File: src/rtl/serial_fa_adder.sv
// Multi-cycle adder: one BITS_PER_CYCLE-wide full-adder slice plus a carry FF, reused LSB chunk first.
// Optional subtract mode is enabled by defining SERIAL_FA_ADDER_SUB_EN.

module fa_cell (
    input  logic a,
    input  logic b,
    input  logic ci,
    output logic s,
    output logic co
);
    logic p;
    assign p  = a ^ b;
    assign s  = p ^ ci;
    assign co = (a & b) | (p & ci);
endmodule

module serial_fa_adder #(
    parameter int WIDTH          = 8,
    parameter int BITS_PER_CYCLE = 1
) (
    input  logic             clk,
    input  logic             rst,
    input  logic             start,
    input  logic [WIDTH-1:0] a,
    input  logic [WIDTH-1:0] b,
    input  logic             cin,
`ifdef SERIAL_FA_ADDER_SUB_EN
    input  logic             sub,
`endif
    output logic             ready,
    output logic             busy,
    output logic             done,
    output logic [WIDTH-1:0] sum,
    output logic             cout,
    output logic             overflow
);
    localparam int N  = WIDTH / BITS_PER_CYCLE;
    localparam int CW = (N > 1) ? $clog2(N) : 1;

    typedef enum logic [1:0] {IDLE, RUN, DONE} state_t;

    state_t                          state, state_next;
    logic [WIDTH-1:0]                a_q, b_q;
    logic                            carry_q;
    logic [CW-1:0]                   cnt_q;
    logic                            accept;
    logic                            last;
    logic [BITS_PER_CYCLE:0]         c;
    logic [BITS_PER_CYCLE-1:0]       chunk;
    logic [WIDTH+BITS_PER_CYCLE-1:0] sum_shift;
    logic [WIDTH-1:0]                b_init;
    logic                            carry_init;

`ifdef SERIAL_FA_ADDER_SUB_EN
    // Subtraction as a + ~b + 1; cin has no meaning in this mode.
    assign b_init     = sub ? ~b : b;
    assign carry_init = sub ? 1'b1 : cin;
`else
    assign b_init     = b;
    assign carry_init = cin;
`endif

    assign c[0] = carry_q;

    for (genvar i = 0; i < BITS_PER_CYCLE; i++) begin : g_slice
        fa_cell u_fa (
            .a  (a_q[i]),
            .b  (b_q[i]),
            .ci (c[i]),
            .s  (chunk[i]),
            .co (c[i+1])
        );
    end

    // New chunk enters at the MSB end; after N shifts chunk 0 lands at sum[0].
    assign sum_shift = {chunk, sum};
    assign last      = (state == RUN) && (cnt_q == CW'(N - 1));

    always_comb begin
        state_next = state;
        ready      = 1'b0;
        busy       = 1'b0;
        done       = 1'b0;
        accept     = 1'b0;
        case (state)
            IDLE: begin
                ready = 1'b1;
                if (start) begin
                    accept     = 1'b1;
                    state_next = RUN;
                end
            end
            RUN: begin
                busy = 1'b1;
                if (last) state_next = DONE;
            end
            DONE: begin
                ready = 1'b1;
                done  = 1'b1;
                if (start) begin
                    accept     = 1'b1;
                    state_next = RUN;
                end else begin
                    state_next = IDLE;
                end
            end
            default: state_next = IDLE;
        endcase
    end

    always_ff @(posedge clk) begin
        if (rst) begin
            state    <= IDLE;
            a_q      <= '0;
            b_q      <= '0;
            carry_q  <= 1'b0;
            cnt_q    <= '0;
            sum      <= '0;
            cout     <= 1'b0;
            overflow <= 1'b0;
        end else begin
            state <= state_next;
            if (accept) begin
                a_q     <= a;
                b_q     <= b_init;
                carry_q <= carry_init;
                cnt_q   <= '0;
            end else if (state == RUN) begin
                a_q     <= a_q >> BITS_PER_CYCLE;
                b_q     <= b_q >> BITS_PER_CYCLE;
                carry_q <= c[BITS_PER_CYCLE];
                cnt_q   <= cnt_q + 1'b1;
                sum     <= sum_shift[WIDTH+BITS_PER_CYCLE-1:BITS_PER_CYCLE];
                if (last) begin
                    cout     <= c[BITS_PER_CYCLE];
                    overflow <= c[BITS_PER_CYCLE] ^ c[BITS_PER_CYCLE-1];
                end
            end
        end
    end
endmodule

File: config.mk
export PLATFORM = sky130hd
export DESIGN_NAME = serial_fa_adder
export DESIGN_NICKNAME = d
export VERILOG_FILES = /design/src/rtl/serial_fa_adder.sv
export SDC_FILE = /design/constraint.sdc
export NUM_CORES = 1
export LEC_CHECK = 0
export CORE_MARGIN = 5
export CORE_UTILIZATION = 50
export CTS_BUF_LIST = sky130_fd_sc_hd__clkbuf_4
export DETAILED_ROUTE_END_ITERATION = 8
export PLACE_DENSITY = 0.79
export SYNTH_ARGS = -nofsm -noshare
export SYNTH_HDL_FRONTEND = slang
export SYNTH_SLANG_ARGS = --single-unit
File: constraint.sdc
create_clock -name clk -period 1.6 [get_ports clk]
set_input_delay 0.32 -clock clk [delete_from_list [all_inputs] [get_ports clk]]
set_output_delay 0.32 -clock clk [all_outputs]
set_load 0.01 [all_outputs]
==> results.rst <==
.. list-table::
   :header-rows: 1

   * - Metric
     - Value
   * - Status
     - complete, no violations
   * - Area growth syn-to-layout
     - 29.66%
   * - Critical-path top delay cell
     - sky130_fd_sc_hd__clkdlybuf4s50_1
   * - Met3 layer wire length in the routed design
     - 204 µm
   * - Overflow left after global routing
     - 0
   * - Number of nets still failing antenna checks after routing
     - 0
   * - Clock Pin Slew Worst Setup and Hold Paths
     - 0.09 ns
   * - Cell area reported after detailed placement
     - 1639 µm²
   * - Number of clock buffers inserted by TritonCTS
     - 5
   * - Share of post-route cells with drive strength above 1
     - 8.840%
   * - PD cells
     - 918.6 nW/µm²
   * - Vias in the first global route
     - 1064
   * - Average wire length per cell after detail routing
     - 13.57 µm
   * - Tightest Pin Transition
     - 0.3004 ns
   * - Number of sinks handled by clock tree synthesis
     - 32
   * - Hold buffers post-CTS
     - 0
   * - Setup repair after global routing missed its margin
     - false
   * - Largest net degree at the start of global routing
     - 28
   * - Post-synth design cell area
     - 1316 µm²
   * - Port Buffers
     - 32
   * - Capturing element type of the critical path
     - output port
   * - Dominant delay contributor by cell family on the critical path
     - buffers and inverters
   * - Highest net fanout along the worst path
     - 2
   * - DR top layer
     - met4
   * - Global Route Usage Sum
     - 17.11%
   * - Area taken by multi-input logic gates
     - 570.5 µm²
   * - Post-synthesis sequential area ratio
     - 48.67%
   * - WL met1
     - 1279 µm
   * - Cell area after layout
     - 1707 µm²
   * - Floorplan core area
     - 2500 µm²
   * - Setup skew after layout
     - 0.01352 ns
   * - Number of warnings reported in the yosys synthesis log
     - 0
   * - Antenna cell count
     - 0
   * - Total Wirelength
     - 2864 µm
   * - Sequential cell area
     - 641.9 µm²
   * - Area enclosed by the die boundary
     - 3759 µm²
   * - Final Net Count
     - 204
   * - Path category of the worst min-delay check
     - reg2reg
   * - Starting utilization of the core area
     - 52.65%
   * - Deepest level of the CTS H-tree
     - 2
   * - Fill count
     - 217
   * - R2R setup slack
     - 0.31 ns
   * - DRT Pass-1 Iters
     - 4
   * - CP bufs+invs
     - 1
   * - Routability congestion estimate
     - 0.7318
   * - Hold path start
     - overflow
   * - Sequence of cells on the critical path
     - clkdlybuf4s50_1
   * - DR vias/cell
     - 5.654
   * - Worst endpoint data arrival time
     - 1.21 ns
   * - Antenna violations before repair
     - 0
   * - Count of unresolved DRC violations after routing
     - 0
   * - First DRT Iteration DRCs
     - 41
   * - Number of distinct library cell variants in the gate-level netlist after synthesis
     - 25
   * - Number of instances in the synthesized netlist
     - 148
   * - Max rail drop VDD
     - 0.7219 mV
   * - Final period util
     - 95.69%
   * - Maximum clock insertion buffer count
     - 2
   * - Path type of the worst setup path
     - reg2out
   * - Final hold violation count
     - 0
   * - Critical Path Source Type
     - flip-flop
   * - CTS tree
     - built
   * - Minimum hold slack
     - 0.4556 ns
   * - Synthesized area divided by synthesized cell count
     - 8.894 µm²
   * - Required @ worst endpoint
     - 1.28 ns
   * - Origin of the critical flop-to-flop path
     - carry_q
   * - Die height
     - 61.31 µm
   * - Minimum period implied by the final worst setup slack
     - 1.531 ns
   * - Leak
     - 0.7277 nW
   * - Routed length on met2
     - 1317 µm
   * - Number of setup buffers added after CTS
     - 0
   * - Reported max-cap violation count
     - 0
   * - Endpoint of the most critical register-to-register path
     - overflow
   * - Hold worst-path end
     - overflow
   * - Standard-cell rows
     - 18
   * - Count of cells along the worst hold path
     - 2
   * - Ys async rst share
     - 0%
   * - Worst-skew pair later-pin latency
     - 0.33 ns
   * - I/O pin count
     - 33
   * - Final setup violation count
     - 0
   * - Via Count
     - 1193
   * - Relative slew margins
     - 79.98%
   * - First-pass GRT wire length
     - 4692 µm
   * - Reg2reg path depth
     - 4
   * - #FFs+latches synth
     - 32
   * - Syn_nets
     - 171
   * - Placed wire-length estimate
     - 1946 µm
   * - Most used flip-flop cell after synthesis
     - sky130_fd_sc_hd__dfxtp_1
   * - Max Transition Viols Final
     - 0
   * - Number of flops mapped to enable cells by yosys
     - 0
   * - Total Negative Setup Slacks
     - 0 ns
   * - Clock tree root buffer cell
     - sky130_fd_sc_hd__clkbuf_4
   * - CP peak stage delay
     - 0.54 ns
   * - Horiz. Die Dim
     - 61.31 µm
   * - Timing-limited maximum frequency
     - 0.6531 GHz
power breakdown:
group	internal, mW	total [mW]	leakage (nW)	switching [mW]
Combinational	0.129	0.258	0.434	0.130
Sequential	0.844	0.875	0.262	0.0312
Clock	0.179	0.435	0.0315	0.256
worst max path at each step:
| stage | from | end | slack, ns | cells after the start |
|---|---|---|---|---|
| floorplan | carry_q | overflow | 0.40 | 4 |
| global placement | start | a_q[0] | 0.09 | 5 |
| detailed placement | start | b_q[5] | 0.05 | 5 |
| CTS | sum[5] | sum[5] | 0.01 | 1 |
| global route | sum[2] | sum[2] | 0.006 | 1 |
| finish | cout | cout | 0.07 | 1 |
per-layer routing:
| layer | up-vias | GRT usage (%) |
|---|---|---|
| met5 | - | 0 |
| met1 | 556 | 21.01 |
| met4 | 0 | 6.502 |
| met3 | 8 | 7.128 |
| met2 | 45 | 26.74 |
| li1 | 584 | - |
cells by family (layout without fill, tap and decap cells):
logic type	after synthesis	after routing	share of synthesized area [%]
flip-flops	32	32	48.67
multiplexers	3	3	2.281
AND/OR/NAND/NOR	65	65	22.15
buffers and inverters	14	47	8.555
AO/OA/AOI/OAI	29	29	13.59
XOR/XNOR	2	2	1.331
adder cells (fa/ha/maj)	3	3	3.422
state kept, by name, indices dropped and copies added, names as in the netlist:
name      flops
overflow      1
sum           8
b_q           8
carry_q       1
cout          1
a_q           8
state         2
cnt_q         3
layout make-up:
class                   instances  area share (%)
multi-input cells             102           33.43
inverters                       2           1.173
repair buffers                 38           22.65
well taps                      30           2.199
clock inverters                 1          0.2933
clock buffers                   6           2.639
flip-flops and latches         32           37.61
cell usage after synthesis, types with 2 or more instances:
| library cell | instances | area share (%) |
|---|---|---|
| sky130_fd_sc_hd__ha_1 | 2 | 1.9 |
| sky130_fd_sc_hd__buf_2 | 2 | 0.76 |
| sky130_fd_sc_hd__clkbuf_1 | 3 | 0.86 |
| sky130_fd_sc_hd__a21oi_1 | 13 | 4.9 |
| sky130_fd_sc_hd__mux2i_1 | 3 | 2.3 |
| sky130_fd_sc_hd__nand3_1 | 5 | 1.9 |
| sky130_fd_sc_hd__nand2b_1 | 2 | 0.95 |
| sky130_fd_sc_hd__nor2b_1 | 2 | 0.95 |
| sky130_fd_sc_hd__a311oi_1 | 4 | 2.7 |
| sky130_fd_sc_hd__buf_4 | 3 | 1.7 |
| sky130_fd_sc_hd__dfxtp_1 | 32 | 49 |
| sky130_fd_sc_hd__a22oi_1 | 2 | 1.1 |
| sky130_fd_sc_hd__nor3_1 | 22 | 8.4 |
| sky130_fd_sc_hd__nand2_1 | 27 | 7.7 |
| sky130_fd_sc_hd__nor2_1 | 6 | 1.7 |
| sky130_fd_sc_hd__buf_6 | 3 | 2.6 |
| sky130_fd_sc_hd__o22ai_1 | 9 | 4.3 |
per-stage QoR:
stage	util, %	cells	setup WS (ns)	power [mW]
after global routing	68.27	211	0.005693	1.654
after floorplan	-	148	0.4036	1.059
final	68.27	211	0.06890	1.568
after CTS	67.77	211	0.009792	1.583
after global placement	65.57	204	0.09165	1.138
after detailed placement	65.57	204	0.05452	1.149
placed cells by master (no fill, tap or decap), types with 3 or more instances in the layout:
cell                              synthesis  routed
sky130_fd_sc_hd__nand3_1                  5       5
sky130_fd_sc_hd__clkdlybuf4s50_1          0      24
sky130_fd_sc_hd__a21oi_1                 13      13
sky130_fd_sc_hd__dlygate4sd2_1            0       3
sky130_fd_sc_hd__nor2_1                   6       6
sky130_fd_sc_hd__buf_4                    3       5
sky130_fd_sc_hd__dlymetal6s2s_1           0       5
sky130_fd_sc_hd__dfxtp_1                 32      31
sky130_fd_sc_hd__mux2i_1                  3       3
sky130_fd_sc_hd__nand2_1                 27      27
sky130_fd_sc_hd__a311oi_1                 4       4
sky130_fd_sc_hd__o22ai_1                  9       9
sky130_fd_sc_hd__clkbuf_4                 0       6
sky130_fd_sc_hd__nor3_1                  22      22
repair_timing:
item / CTS / global route
hold endpoints to repair: 0 / 0
setup endpoints to repair: 3 / 5
gates resized for setup: 5 / 5
(Power assumes the default switching activity.)
